## src/rtl/cpu_pkg.sv

```systemverilog
// Shared definitions for the CPU controller and instruction decoder: FSM states,
// opcode/op encodings, register-select and writeback-source codes.
package cpu_pkg;

  typedef enum logic [3:0] {
    StWait,
    StDecode,
    StGetA,
    StGetB,
    StExec,
    StCmp,
    StWriteReg,
    StWriteImm,
    StHalt
  } state_e;

  typedef enum logic [2:0] {
    InsIllegal,
    InsMovImm,
    InsMovReg,
    InsAdd,
    InsAnd,
    InsCmp,
    InsMvn
  } instr_e;

  localparam logic [2:0] OpcMov = 3'b110;
  localparam logic [2:0] OpcAlu = 3'b101;

  localparam logic [1:0] OpMovImm = 2'b10;
  localparam logic [1:0] OpMovReg = 2'b00;
  localparam logic [1:0] OpAdd    = 2'b00;
  localparam logic [1:0] OpCmp    = 2'b01;
  localparam logic [1:0] OpAnd    = 2'b10;
  localparam logic [1:0] OpMvn    = 2'b11;

  localparam logic [2:0] NselNone = 3'b000;
  localparam logic [2:0] NselRn   = 3'b001;
  localparam logic [2:0] NselRd   = 3'b010;
  localparam logic [2:0] NselRm   = 3'b100;

  localparam logic [1:0] VselC   = 2'b00;
  localparam logic [1:0] VselImm = 2'b01;

  // Classify an opcode/op pair; anything unlisted is illegal.
  function automatic instr_e decode_instr(logic [2:0] opcode, logic [1:0] op);
    case ({opcode, op})
      {OpcMov, OpMovImm}: return InsMovImm;
      {OpcMov, OpMovReg}: return InsMovReg;
      {OpcAlu, OpAdd}:    return InsAdd;
      {OpcAlu, OpAnd}:    return InsAnd;
      {OpcAlu, OpCmp}:    return InsCmp;
      {OpcAlu, OpMvn}:    return InsMvn;
      default:            return InsIllegal;
    endcase
  endfunction

endpackage

```

## src/rtl/cpu_controller.sv

```systemverilog
// Moore FSM sequencing the datapath strobes for MOV/ALU instructions.
// Optional macro CPU_CTRL_ILLEGAL_TRAP_EN: illegal instructions trap in HALT
// (left only by reset); when undefined they return to WAIT and halt is tied 0.
module cpu_controller
  import cpu_pkg::*;
(
  input  logic       clk,
  input  logic       reset,
  input  logic       s,
  input  logic [2:0] opcode,
  input  logic [1:0] op,
  output logic       w,
  output logic [2:0] nsel,
  output logic       loada,
  output logic       loadb,
  output logic       loadc,
  output logic       loads,
  output logic       write,
  output logic       asel,
  output logic       bsel,
  output logic [1:0] vsel,
  output logic       halt
);

  state_e     r_state;
  state_e     w_state_next;
  logic [2:0] r_opcode;
  logic [1:0] r_op;
  instr_e     w_instr;

  assign w_instr = decode_instr(r_opcode, r_op);

  // State register and instruction capture; reset takes priority over s.
  always_ff @(posedge clk) begin
    if (reset) begin
      r_state  <= StWait;
      r_opcode <= '0;
      r_op     <= '0;
    end else begin
      r_state <= w_state_next;
      if (r_state == StWait && s) begin
        r_opcode <= opcode;
        r_op     <= op;
      end
    end
  end

  // Next-state sequencing of the captured instruction.
  always_comb begin
    w_state_next = r_state;
    case (r_state)
      StWait:     if (s) w_state_next = StDecode;
      StDecode: begin
        case (w_instr)
          InsMovImm:              w_state_next = StWriteImm;
          InsMovReg, InsMvn:      w_state_next = StGetB;
          InsAdd, InsAnd, InsCmp: w_state_next = StGetA;
`ifdef CPU_CTRL_ILLEGAL_TRAP_EN
          default:                w_state_next = StHalt;
`else
          default:                w_state_next = StWait;
`endif
        endcase
      end
      StGetA:     w_state_next = StGetB;
      StGetB:     w_state_next = (w_instr == InsCmp) ? StCmp : StExec;
      StExec:     w_state_next = StWriteReg;
      StCmp:      w_state_next = StWait;
      StWriteReg: w_state_next = StWait;
      StWriteImm: w_state_next = StWait;
`ifdef CPU_CTRL_ILLEGAL_TRAP_EN
      StHalt:     w_state_next = StHalt;
`else
      StHalt:     w_state_next = StWait;
`endif
      default:    w_state_next = StWait;
    endcase
  end

  // Moore output decode; everything defaults to inactive.
  always_comb begin
    w     = 1'b0;
    nsel  = NselNone;
    loada = 1'b0;
    loadb = 1'b0;
    loadc = 1'b0;
    loads = 1'b0;
    write = 1'b0;
    asel  = 1'b0;
    bsel  = 1'b0;
    vsel  = VselC;
    halt  = 1'b0;
    case (r_state)
      StWait: w = 1'b1;
      StGetA: begin
        nsel  = NselRn;
        loada = 1'b1;
      end
      StGetB: begin
        nsel  = NselRm;
        loadb = 1'b1;
      end
      StExec: begin
        loadc = 1'b1;
        // Single-operand ops pass B through with A forced to zero.
        asel  = (w_instr == InsMovReg) || (w_instr == InsMvn);
      end
      StCmp: loads = 1'b1;
      StWriteReg: begin
        nsel  = NselRd;
        write = 1'b1;
        vsel  = VselC;
      end
      StWriteImm: begin
        nsel  = NselRn;
        write = 1'b1;
        vsel  = VselImm;
      end
`ifdef CPU_CTRL_ILLEGAL_TRAP_EN
      StHalt: halt = 1'b1;
`endif
      default: ;
    endcase
  end

endmodule

```

## config.mk

```make
export PLATFORM = sky130hd
export DESIGN_NAME = cpu_controller
export DESIGN_NICKNAME = d
export VERILOG_FILES = /design/src/rtl/cpu_pkg.sv /design/src/rtl/cpu_controller.sv
export SDC_FILE = /design/constraint.sdc
export NUM_CORES = 1
export LEC_CHECK = 0
export ABC_AREA = 1
export CORE_AREA = 2 2 39 41
export DETAILED_ROUTE_END_ITERATION = 16
export DIE_AREA = 0 0 41 43
export PLACE_DENSITY = 0.79
export SYNTH_ARGS = -nofsm -noshare
export SYNTH_HDL_FRONTEND = slang
export SYNTH_SLANG_ARGS = --single-unit
```

## constraint.sdc

```tcl
create_clock -name clk -period 2.7 [get_ports clk]
set_input_delay 0.54 -clock clk [delete_from_list [all_inputs] [get_ports clk]]
set_output_delay 0.54 -clock clk [all_outputs]
set_load 0.01 [all_outputs]
```

==> impl_metrics.yaml, run 1 <==
cts:
  path_clk_slew_ns: 0.05
  postCtsSetupRepairBufs: 0
  cts_buffers: 3
  insertion_delay_ns: 0.26
  post_cts_resized: 0
  hold_buffers: 0
  cts_tree: "done"
  cts-root-buf: "clkbuf_4"
  cts_sinks: 8
  cts.path.max_buffers: 2
  htreeDepth: 1
routing:
  dr_total_vias: 599
  drc: 0
  drt_iter0_drc: 8
  finalWirelength_um: 1270
  ant_nets: 0
  post_drt_wl_per_cell_um: 10.2
  firstDrtPassIters: 4
  routed_via_density: 4.83
synthesis:
  ys_types: 20
  syn_area_per_cell_um2: 6.41
  ys_seq_area_share_pct: 27.8
  synth_seq_cells: 8
  syn_inst: 90
  synthesis.area_um2: 577
  yosysWarnings: 0
sta:
  fin_ws_ns: 0.330
  fmax_ghz: 0.422
  fin_tns_setup_ns: 0
  setup_viol: 0
  hold_violations: 0
  holdWs_ns: 0.535
  period_share_pct: 87.8
  slew_viol_final: 0
  finClkSkew_ns: 0.00225
  rsz0062_at_grt: "false"
  period_needed_ns: 2.37
die:
  core_area_um2: 1380
  die_area_um2: 1760
  num_rows: 14
  io_pins: 22
  start_util_pct: 41.7
  dieWidth_um: 41
  die_h_um: 43
cells_and_area:
  diodes: 0
  final_area_um2: 769
  fin_util_pct: 55.6
  area_growth_pct: 33.4
  stdcell_count: 124
  fin_nets: 118
  drive_gt1_share_pct: 15.7
place:
  dp.cells: 121
  port_buffers: 18
  place.gp.congestion: 0.899
  place_ws_ns: 0.638
  dp_hpwl_um: 1030
  dpl-instance-area_um2: 747
setup_path:
  crit_type: "register to output pin"
  worst-path-buf-inv: 1
  required_ns: 2.16
  cp_top_family: "simple AND/OR/NAND/NOR gates"
  cp_cell_sequence: "nand2_1 > nor2_4 > nand2_1 > nand3_1 > nand2_1 > nor2_1 > clkdlybuf4s50_1"
  crit_arrival_ns: 1.83
  reg2regPathDepth: 9
  cp_common_cell: "nand2_1"
  r2r_slack_ns: 1.47
  worstSetupStartpoint: "r_opcode[2]$_SDFFE_PP0P_"
  end_kind: "output pin"
  cp.depth: 7
  r2r-end: "r_state[0]$_SDFFE_PP0P_"
  cp_slowest_cell: "clkdlybuf4s50_1"
  max_stage_delay_ns: 0.54
  reg2reg_from: "r_op[1]$_SDFFE_PP0P_"
  cp_max_fo: 8
  start_kind: "register"
power:
  p_leak_nw: 0.326
  power_uw: 294
  peakVddDrop_mv: 0.224
  p_per_area_nw_per_um2: 382
global_routing:
  grt_start_max_net_pins: 10
  grt_pass1_vias: 539
  grt_pass1_wl_um: 2040
  grt-ovfl-total: 0
  grt_usage_pct: 17.5
  antenna_found_initial: 0
outcome:
  status: "finished, final reports clean"
hold_path:
  worst_hold_path.num_cells: 2
  hp-start: "r_op[0]$_SDFFE_PP0P_"
  holdPathEnd: "r_op[0]$_SDFFE_PP0P_"
  hold_class: "register to register"
job:
  drv_cap: 0
==> state kept, by name (all words and copies together) (netlist names) <==
signal    flops
r_state       3
r_op          2
r_opcode      3
==> worst reg2reg max path: cells and delay by family (launching register included) <==
| family | cells | cell delay, ns |
|---|---|---|
| buf+inv | 3 | 0.18 |
| flops | 1 | 0.35 |
| simple gates | 6 | 0.59 |
==> kinds of logic after synthesis <==
| kind of cell | Yosys count | synth area share [%] |
|---|---|---|
| compound gates | 9 | 9.54 |
| buf+inv | 18 | 15.0 |
| flops | 8 | 27.8 |
| other cells | 1 | 0.650 |
| simple gates | 54 | 47.1 |
==> Yosys cell counts <==
| library cell | n | share of area (%) |
|---|---|---|
| nand2_2 | 1 | 1.1 |
| dfxtp_1 | 8 | 28 |
| nand2_4 | 1 | 2.0 |
| nand4_1 | 1 | 1.1 |
| nor2_2 | 6 | 6.5 |
| or2_1 | 1 | 1.1 |
| a21oi_1 | 4 | 3.5 |
| nor3_1 | 2 | 1.7 |
| inv_2 | 3 | 2.0 |
| nand3_2 | 2 | 3.5 |
| nand2_1 | 14 | 9.1 |
| inv_1 | 10 | 6.5 |
| nor2_1 | 13 | 8.5 |
| nor2_4 | 1 | 2.0 |
| and2_1 | 1 | 1.1 |
| buf_4 | 5 | 6.5 |
| nand3_1 | 11 | 9.5 |
| o21ai_0 | 1 | 0.87 |
| a211oi_1 | 4 | 5.2 |
| conb_1 | 1 | 0.65 |
==> per-layer routing <==
layer / part of all wire [%] / wire length, um / vias to the layer above / track usage, %
li1: - / - / 319 / -
met1: 42 / 530 / 257 / 21.9
met2: 49 / 619 / 18 / 24.7
met3: 5.4 / 68 / 5 / 3.14
met4: 3.7 / 47 / 0 / 14.0
met5: 0 / 0 / - / 0
==> power by group <==
group | leakage (nW) | total, mW | switching, mW | internal (mW)
registers | 0.0658 | 0.136 | 0.00919 | 0.127
logic | 0.246 | 0.0648 | 0.0376 | 0.0272
clock network | 0.0138 | 0.0932 | 0.0422 | 0.0509
total | 0.326 | 0.294 | 0.0890 | 0.205
==> how the worst max path moves through the flow <==
stage | end | slack (ns)
final | asel | 0.33
after global routing | asel | 0.28
after CTS | asel | 0.35
after detailed placement | asel | 0.64
after global placement | asel | 0.70
after floorplan | asel | 1.22
==> final cells by class <==
type | count | area, um2
fillers | 138 | 614
multi-input cells | 66 | 338
clock buffers | 3 | 22.5
well taps | 16 | 20.0
flip-flops and latches | 8 | 160
repair buffers | 18 | 180
inverters | 13 | 48.8
==> cell usage in the layout (no fill, tap or decap) <==
cell             synthesis  final
a211oi_1                 4      4
a21oi_1                  4      4
and2_1                   1      1
clkbuf_4                 0      3
clkdlybuf4s50_1          0     18
conb_1                   1      3
dfxtp_1                  8      8
inv_1                   10     10
inv_2                    3      3
nand2_1                 14     14
nand2_2                  1      1
nand2_4                  1      1
nand3_1                 11     11
nand3_2                  2      2
nand4_1                  1      1
nor2_1                  13     13
nor2_2                   6      6
nor2_4                   1      1
nor3_1                   2      2
o21ai_0                  1      1
or2_1                    1      1
(Power assumes the default switching activity.)
==> run 2: changes to the inputs <==
CORE_AREA = not set   (was 2 2 39 41)
CORE_MARGIN = 2   (was not set)
CORE_UTILIZATION = 42   (was not set)
DIE_AREA = not set   (was 0 0 41 43)
PLACE_DENSITY = 0.84   (was 0.79)
clock period = 2.5 ns   (was 2.7 ns; I/O delays follow)
==> run 2 against run 1 <==
Against the previous run: clock power increased by 4.4%; setup slack worse by 0.12 ns; wire length decreased by 4.2%; die area is 4.4% lower; combinational power is 7.4% higher; non-clock buffer count is the same; utilization grew 4.2 points; clock skew is 0.00083 ns lower; global-route usage rose by 1.7 points; sequential power is 9% higher; register-to-register slack lost 0.18 ns; critical path depth unchanged.
==> impl_metrics.yaml, run 2 (synthesized netlist as in run 1, its figures left out) <==
cts:
  path_clk_slew_ns: 0.05
  insertion_delay_ns: 0.26
  cts_buffers: 3
  post_cts_resized: 0
  postCtsSetupRepairBufs: 0
  cts_tree: "done"
  cts_sinks: 8
  cts-root-buf: "clkbuf_4"
  hold_buffers: 0
  htreeDepth: 1
  cts.path.max_buffers: 2
power:
  peakVddDrop_mv: 0.312
  sw_frac_of_total_pct: 29.7
  p_per_area_nw_per_um2: 409
  power_uw: 314
  power_frac_comb_pct: 22.1
  switchingPower_uw: 93.3
  p_leak_nw: 0.326
  p_seq_share_pct: 46.9
  clkPwrFrac_pct: 30.9
  internal_power_uw: 221
routing:
  drt_iter0_drc: 15
  dr_total_vias: 624
  ant_nets: 0
  drc: 0
  post_drt_wl_per_cell_um: 9.85
  firstDrtPassIters: 4
  finalWirelength_um: 1210
  routed_via_density: 5.07
setup_path:
  end_kind: "output pin"
  crit_type: "register to output pin"
  cp_max_fo: 8
  cp_cell_sequence: "nand2_1 > nor2_4 > nand2_1 > nand3_1 > nand2_1 > nor2_1 > clkdlybuf4s50_1"
  max_stage_delay_ns: 0.54
  reg2reg_from: "r_opcode[2]$_SDFFE_PP0P_"
  required_ns: 2.00
  worstSetupStartpoint: "r_opcode[2]$_SDFFE_PP0P_"
  cp_common_cell: "nand2_1"
  crit_arrival_ns: 1.79
  cp_slowest_cell: "clkdlybuf4s50_1"
  start_kind: "register"
cells_and_area:
  fillers: 122
  stdcell_count: 123
  largestRegisters: "r_opcode: 3 flops, r_state: 3 flops, r_op: 2 flops"
  fin_nets: 118
  drive_gt1_share_pct: 15.7
  fin_util_pct: 59.8
  final_common_cell: "clkdlybuf4s50_1"
  diodes: 0
  final_cell_mix: "clkdlybuf4s50_1 (18), nand2_1 (14), nor2_1 (13)"
  area_growth_pct: 33.2
die:
  io_pins: 22
  start_util_pct: 44.9
  die_h_um: 41.1
  core_area_um2: 1280
  die_area_um2: 1690
  dieWidth_um: 41.1
  num_rows: 13
global_routing:
  grt_pass1_vias: 504
  grt_pass1_wl_um: 2000
  antenna_found_initial: 0
  grt_start_max_net_pins: 10
  grt_usage_pct: 19.1
  grt-ovfl-total: 0
sta:
  slew_viol_final: 0
  fmax_ghz: 0.436
  holdWs_ns: 0.530
  rsz0062_at_grt: "false"
  finClkSkew_ns: 0.00142
  hold_violations: 0
  period_share_pct: 91.8
  setup_viol: 0
  period_needed_ns: 2.29
  fin_tns_setup_ns: 0
hold_path:
  hp-start: "r_op[0]$_SDFFE_PP0P_"
  hold_class: "register to register"
job:
  drv_cap: 0
place:
  port_buffers: 18
  place.gp.congestion: 0.776
  dp.cells: 120
  dp_hpwl_um: 1010
outcome:
  status: "finished, final reports clean"
-- run 2: cell counts in the layout (fill, tap and decap cells not counted) --
Identical to the previous run, type by type.
-- run 2: layout make-up --
cell class	instances	area (um2)	share of cell area, %
Sequential cell	8	160	20.8
Tap cell	15	18.8	2.44
Timing Repair Buffer	18	180	23.5
Multi-Input combinational cell	66	338	44.0
Clock buffer	3	22.5	2.93
Inverter	13	48.8	6.35
-- run 2: stage by stage --
stage / instance area (um2) / setup slack [ns]
2_1_floorplan: 584 / 1.06
3_3_place_gp: 746 / 0.536
3_5_place_dp: 746 / 0.499
4_1_cts: 768 / 0.223
5_1_grt: 768 / 0.100
6_report: 768 / 0.205
-- run 2: per-layer routing --
layer / wire length [um] / global-route usage (%) / vias to the layer above / part of all wire, %
met5: 0 / 0 / - / 0
met4: 48 / 17.5 / 0 / 4.0
met3: 62 / 3.26 / 4 / 5.1
met2: 584 / 27.0 / 18 / 48
met1: 516 / 24.3 / 275 / 43
li1: - / - / 327 / -
-- run 2: worst paths after layout --
check / endpoint / slack (ns) / cells after the start
worst max-delay path: asel / 0.21 / 7
worst min-delay path: r_op[0]$_SDFFE_PP0P_ / 0.53 / 2
worst max register to register: r_state[2]$_SDFFE_PP0P_ / 1.29 / 7
worst min register to register: r_op[0]$_SDFFE_PP0P_ / 0.53 / 2
-- run 2: power groups by stage --
stage / registers (mW) / logic, mW / clock network, mW
detailed placement: 0.150 / 0.0693 / 0
global route: 0.149 / 0.0797 / 0.102
CTS: 0.147 / 0.0699 / 0.0978
finish: 0.148 / 0.0696 / 0.0973
global placement: 0.149 / 0.0678 / 0
floorplan: 0.146 / 0.0510 / 0
-- run 2: critical path: cells and delay by family, from the launching register on --
kind                   cells  cell delay (ns)
DFF                        1             0.46
and+or+nand+nor            6             0.56
buffers and inverters      1             0.54
